[config.mk]
export PLATFORM = sky130hd
export DESIGN_NAME = ascon_serial_io
export DESIGN_NICKNAME = d
export VERILOG_FILES = /design/src/rtl/ascon_io_pkg.sv /design/src/rtl/ascon_serial_shift.sv /design/src/rtl/ascon_serial_io.sv
export SDC_FILE = /design/constraint.sdc
export NUM_CORES = 1
export LEC_CHECK = 0
export BUFFER_PORTS_ARGS = -buffer_cell sky130_fd_sc_hd__buf_2
export CORE_ASPECT_RATIO = 0.9
export CORE_MARGIN = 2
export CORE_UTILIZATION = 55
export CTS_BUF_LIST = sky130_fd_sc_hd__clkbuf_8
export DETAILED_ROUTE_END_ITERATION = 6
export PLACE_DENSITY = 0.82
export SKIP_CTS_REPAIR_TIMING = 1
export SYNTH_ARGS = -nofsm -noshare
export SYNTH_HDL_FRONTEND = slang
export SYNTH_SLANG_ARGS = --single-unit
[constraint.sdc]
create_clock -name clk -period 3.3 [get_ports clk]
set_clock_uncertainty 0.15 [all_clocks]
set_input_delay 0.66 -clock clk [delete_from_list [all_inputs] [get_ports clk]]
set_output_delay 0.66 -clock clk [all_outputs]
set_load 0.05 [all_outputs]
[src/rtl/ascon_io_pkg.sv]
// Shared state encoding and constant helpers for the Ascon serial front-end.
package ascon_io_pkg;

  typedef enum logic [2:0] {
    IDLE   = 3'd0,
    LOAD   = 3'd1,
    ARMED  = 3'd2,
    RUN    = 3'd3,
    UNLOAD = 3'd4
  } state_e;

  function automatic int max2(input int a, input int b);
    return (a > b) ? a : b;
  endfunction

  function automatic int clog2(input int v);
    int r;
    r = 0;
    while ((1 << r) < v) r++;
    return r;
  endfunction

endpackage

[src/rtl/ascon_serial_shift.sv]
// Single-operand MSB-first deserialiser: load index i lands in bit W-1-i,
// indices at or beyond W are dropped.
module ascon_serial_shift
  import ascon_io_pkg::*;
#(
  parameter int W    = 128,
  parameter int LMAX = 128,
  localparam int SW  = clog2(LMAX + 1)
) (
  input  logic          clk,
  input  logic          rst,
  input  logic          wr_en_i,
  input  logic [SW-1:0] idx_i,
  input  logic          bit_i,
  output logic [W-1:0]  data_o
);

  logic [W-1:0] data_q;

  always_ff @(posedge clk) begin
    if (!rst) begin
      data_q <= '0;
    end else if (wr_en_i) begin
      for (int i = 0; i < W; i++) begin
        if (idx_i == SW'(W - 1 - i)) data_q[i] <= bit_i;
      end
    end
  end

  assign data_o = data_q;

endmodule

[src/rtl/ascon_serial_io.sv]
// Serial loader/unloader around the Ascon core: MSB-first load of four operands,
// one-cycle core start, LSB-first unload of text and tag under ready/valid.
module ascon_serial_io
  import ascon_io_pkg::*;
#(
  parameter int K = 128,
  parameter int L = 40,
  parameter int Y = 40,
  parameter int T = 128,
  parameter int N = 128,
  localparam int LMAX = max2(max2(K, N), max2(L, Y)),
  localparam int UMAX = max2(Y, T)
) (
  input  logic         clk,
  input  logic         rst,
  input  logic         load_valid,
  input  logic         key_bit,
  input  logic         nonce_bit,
  input  logic         ad_bit,
  input  logic         text_bit,
  input  logic         start,
  output logic [K-1:0] key,
  output logic [N-1:0] nonce,
  output logic [L-1:0] associated_data,
  output logic [Y-1:0] text_in,
  output logic         core_start,
  input  logic         core_ready,
  input  logic [Y-1:0] core_text,
  input  logic [T-1:0] core_tag,
  output logic         out_valid,
  input  logic         out_ready,
  output logic         text_bit_out,
  output logic         tag_bit_out,
  output logic         load_done,
  output logic         busy
);

  localparam int CW = clog2(max2(LMAX, UMAX) + 1);
  localparam int SW = clog2(LMAX + 1);
  localparam logic [CW-1:0] LOAD_LAST   = CW'(LMAX - 1);
  localparam logic [CW-1:0] UNLOAD_LAST = CW'(UMAX - 1);

  state_e        state_q;
  logic [CW-1:0] cnt_q;
  logic          core_start_q, out_valid_q, load_done_q, busy_q;
  logic [Y-1:0]  res_text_q;
  logic [T-1:0]  res_tag_q;

  logic          load_en;
  logic [SW-1:0] load_idx;
  logic [Y-1:0]  text_sel;
  logic [T-1:0]  tag_sel;

  // A valid bit in IDLE or ARMED always (re)starts the load at index 0.
  assign load_en  = load_valid && (state_q == IDLE || state_q == LOAD || state_q == ARMED);
  assign load_idx = (state_q == LOAD) ? cnt_q[SW-1:0] : '0;

  ascon_serial_shift #(.W(K), .LMAX(LMAX)) u_key (
    .clk(clk), .rst(rst), .wr_en_i(load_en), .idx_i(load_idx), .bit_i(key_bit), .data_o(key));
  ascon_serial_shift #(.W(N), .LMAX(LMAX)) u_nonce (
    .clk(clk), .rst(rst), .wr_en_i(load_en), .idx_i(load_idx), .bit_i(nonce_bit), .data_o(nonce));
  ascon_serial_shift #(.W(L), .LMAX(LMAX)) u_ad (
    .clk(clk), .rst(rst), .wr_en_i(load_en), .idx_i(load_idx), .bit_i(ad_bit),
    .data_o(associated_data));
  ascon_serial_shift #(.W(Y), .LMAX(LMAX)) u_text (
    .clk(clk), .rst(rst), .wr_en_i(load_en), .idx_i(load_idx), .bit_i(text_bit), .data_o(text_in));

  always_ff @(posedge clk) begin
    if (!rst) begin
      state_q      <= IDLE;
      cnt_q        <= '0;
      core_start_q <= 1'b0;
      out_valid_q  <= 1'b0;
      load_done_q  <= 1'b0;
      busy_q       <= 1'b0;
      res_text_q   <= '0;
      res_tag_q    <= '0;
    end else begin
      core_start_q <= 1'b0;
      case (state_q)
        IDLE: begin
          if (load_valid) begin
            state_q <= LOAD;
            cnt_q   <= CW'(1);
          end
        end
        LOAD: begin
          if (load_valid) begin
            cnt_q <= cnt_q + 1'b1;
            if (cnt_q == LOAD_LAST) begin
              state_q     <= ARMED;
              load_done_q <= 1'b1;
            end
          end
        end
        ARMED: begin
          if (load_valid) begin
            state_q     <= LOAD;
            cnt_q       <= CW'(1);
            load_done_q <= 1'b0;
          end else if (start) begin
            state_q      <= RUN;
            core_start_q <= 1'b1;
            load_done_q  <= 1'b0;
            busy_q       <= 1'b1;
          end
        end
        RUN: begin
          if (core_ready) begin
            state_q     <= UNLOAD;
            res_text_q  <= core_text;
            res_tag_q   <= core_tag;
            cnt_q       <= '0;
            out_valid_q <= 1'b1;
          end
        end
        UNLOAD: begin
          if (out_ready) begin
            if (cnt_q == UNLOAD_LAST) begin
              state_q     <= IDLE;
              cnt_q       <= '0;
              out_valid_q <= 1'b0;
              busy_q      <= 1'b0;
            end else begin
              cnt_q <= cnt_q + 1'b1;
            end
          end
        end
        default: state_q <= IDLE;
      endcase
    end
  end

  // Shifting past the operand width yields zero for the padding positions.
  assign text_sel     = res_text_q >> cnt_q;
  assign tag_sel      = res_tag_q >> cnt_q;
  assign text_bit_out = (state_q == UNLOAD) && text_sel[0];
  assign tag_bit_out  = (state_q == UNLOAD) && tag_sel[0];

  assign core_start = core_start_q;
  assign out_valid  = out_valid_q;
  assign load_done  = load_done_q;
  assign busy       = busy_q;

endmodule

==> results.toml <==
[run_status]
outcome = "finished, violations left"
violations = "negative setup slack"

[placed_design]
place_congestion = 0.9026
numPortBuffers = 519
dp_hpwl_microns = 46910

[grt]
antenna_found_initial = 4
grt_pass1_wl_microns = 102500
grt_overflow = 0
grt_pass1_vias = 18744
grt_max_degree = 100
grt.total_usage_pct = 32.72

[synth]
ys_async_sr_fraction_pct = 0
synth_area_per_cell_sq_um = 8.258
yosys_most_used_dff = "dfxtp_1"
synthCells = 2496
synthesis.nets = 2675
synth_edf_count = 0
netlist_area_sq_mm = 0.02061
ys_seq_area_share_pct = 50.41
ys_ff_latch = 519
synth_cell_types = 56
ys_warn_count = 0

[worst_setup_path]
crit_arrival_ns = 2.81
end_kind = "output pin"
worstSetupStartpointType = "register"
max_stage_delay_ns = 0.48
worst_ep_required_time_ns = 2.49
worstRegToRegCells = 7
worstPathMaxFanout = 8
cp_slowest_cell = "mux4_2"
worstSetupPathType = "reg2out"
cp_cell_sequence = "buf_12, mux4_2, mux2_4, o211ai_1, o211a_1, a2111oi_4, buf_6"

[cts]
cts_buffer_depth = 3
clk_latency_ns = 0.62
cts-root-buf = "clkbuf_8"
htree_levels = 3
cts.reportedPaths.clkPinSlew_ns = 0.06
cts_made_buffers = 80
clkSinkCount = 519
tritoncts = "built"

[sta]
finalHoldViolations = 0
setup_viol = 2
final.min_clock_period_ns = 3.620
post-route-period-util_pct = 109.7
finalMaxSlewViolations = 0
layout_setup_ws_ns = -0.3201
rsz0062_at_grt = "true"
max_slew_margin_pct = 32.70
finalSetupTns_ns = -0.5494
worst_slew_pin_slew_ns = 1.009
fmaxAchievable_ghz = 0.2762

[pwr]
p_leak_nw = 10.08
power_density_mw_per_mm2 = 485.3
ir_drop_mv = 0.4099

[route]
first_iter_violations = 1870
drt_first_pass_iters = 6
drc = 0
postRouteAntennaNets = 0
wl_per_cell_microns = 19.18
routed_via_density = 5.714
vias = 20049
wl_microns = 67290

[final_layout]
final_util_pct = 68.96
syn2layout_area_growth_pct = 23.97
layout-drive-gt1-share_pct = 26.34
regArea_sq_mm = 0.01040
multi_input_area_sq_mm = 0.009522
final_net_count = 3148
fill_cells = 2935

[min_path]
hold_depth = 3
hp-class = "in2reg"

[floorplan]
ioPinCount = 520
rows = 67
initial_core_util_pct = 55.63
core_area_sq_mm = 0.03705
die_h_microns = 187.7
die_area_sq_mm = 0.03904
die_w_microns = 208.1

[run]
max_cap_viol_count = 0
[flip-flops by register name (all words and copies together) (netlist names)]
| signal | count |
|---|---|
| u_key.data_o | 128 |
| out_valid | 1 |
| state_q | 3 |
| load_done | 1 |
| busy | 1 |
| u_nonce.data_o | 128 |
| u_text.data_o | 40 |
| cnt_q | 8 |
| res_tag_q | 128 |
| u_ad.data_o | 40 |
| core_start | 1 |
| res_text_q | 40 |
[Yosys cell counts (3+ instances only)]
library cell  count  area share (%)
nand2_1         579              11
dfxtp_1         519              50
a21oi_1         392             9.5
nor2_1          263             4.8
o21ai_0         218             5.3
clkbuf_1        173             3.2
mux2i_1         142             6.9
mux4_2           33             3.6
nand3_1          26            0.63
buf_2            16            0.39
buf_1            15            0.27
nor2b_1          14            0.42
mux2_2           10            0.55
a211oi_1          8            0.29
nand2b_1          7            0.21
buf_4             6            0.22
nor2_2            6            0.18
nor3_1            6            0.15
a2111oi_0         4            0.17
xor2_1            4            0.17
and2_1            3           0.091
and3_1            3           0.091
nand3_2           3            0.15
nand4_1           3           0.091
nor4_1            3           0.091
o22ai_1           3           0.091
xnor2_1           3            0.13
[cell families after synthesis]
group           after synthesis  synth area share [%]
compound gates              642                 16.04
xor+xnor                      7                0.2974
fa+ha+maj                     1               0.06069
buf+inv                     212                 4.067
flops                       519                 50.41
mux                         185                 11.05
simple gates                930                 18.08
[path summary, 6_finish.rpt]
kind / start / endpoint / slack, ns
worst max-delay path: cnt_q[1] / tag_bit_out / -0.32
worst min register to register: res_text_q[35] / res_text_q[35] / 0.30
worst min-delay path: core_tag[117] / res_tag_q[117] / 0.13
worst max register to register: state_q[2] / u_key.data_o[126] / 0.21
[placed cells by master, fill, tap and decap left out, types with 3 or more instances in the layout]
cell      Yosys  routed
mux4_2       33      33
dfxtp_4       0       3
nor3_1        6       6
clkinv_2      0       7
nand4_1       3       3
inv_8         0       4
diode_2       0       4
o21ai_0     218     218
a211oi_1      8       6
nand2b_1      7       6
nor2_1      263     263
xor2_1        4       4
nor4_1        3       3
nor2b_1      14      13
nand2_1     579     579
dfxtp_1     519     516
xnor2_1       3       3
o22ai_1       3       3
and2_1        3       3
mux2i_1     142     140
nand3_2       3       4
nand3_1      26      24
buf_6         0       5
inv_1         1      23
a21oi_1     392     389
nor2_2        6       6
clkbuf_8      0      99
buf_2        16     515
mux2_2       10       9
buf_12        0      11
buf_4         6      67
[where the power goes]
part	total [mW]	internal [mW]	switching (mW)	leakage [nW]
combinational	0.733	0.271	0.462	5.00
sequential	6.34	6.30	0.0354	4.18
clock	5.33	2.80	2.53	0.905
[layer usage]
| metal | global-route usage, % | part of all wire [%] | vias up |
|---|---|---|---|
| li1 | - | - | 9351 |
| met1 | 41.79 | 40 | 9432 |
| met2 | 51.79 | 45 | 1019 |
| met3 | 6.599 | 8.5 | 247 |
| met4 | 18.93 | 6.3 | 0 |
| met5 | 0 | 0 | - |
[metrics by stage]
step / cells / hold WS, ns / instance area [sq um] / worst slack [ns] / power [mW]
after detailed placement: 3357 / 0.2927 / 23710 / 0.04107 / 7.145
after global routing: 3508 / 0.1097 / 25550 / -0.3731 / 12.78
after floorplan: 2496 / 0.2818 / 20650 / 0.1381 / 6.871
after CTS: 3492 / 0.08790 / 25290 / -0.6361 / 12.39
after global placement: 3357 / 0.2923 / 23710 / 0.06710 / 7.131
final: 3509 / 0.1270 / 25550 / -0.3201 / 12.40
[worst max-delay path, delay by kind of cell (launching register included)]
| family | cells | cell delay (ns) |
|---|---|---|
| flops | 1 | 0.46 |
| buf+inv | 2 | 0.34 |
| compound gates | 3 | 0.65 |
| mux | 2 | 0.75 |
[area by class of cell]
cell class	instances	area share, %
antenna	4	0.03917
clock buffer	99	5.332
clock inverter	36	0.8422
inverter	2	0.05876
multi-input combinational	1765	37.26
sequential	519	40.71
tap	483	2.365
timing repair buffer	601	13.39
No activity file was read; power rests on OpenSTA's default activity.
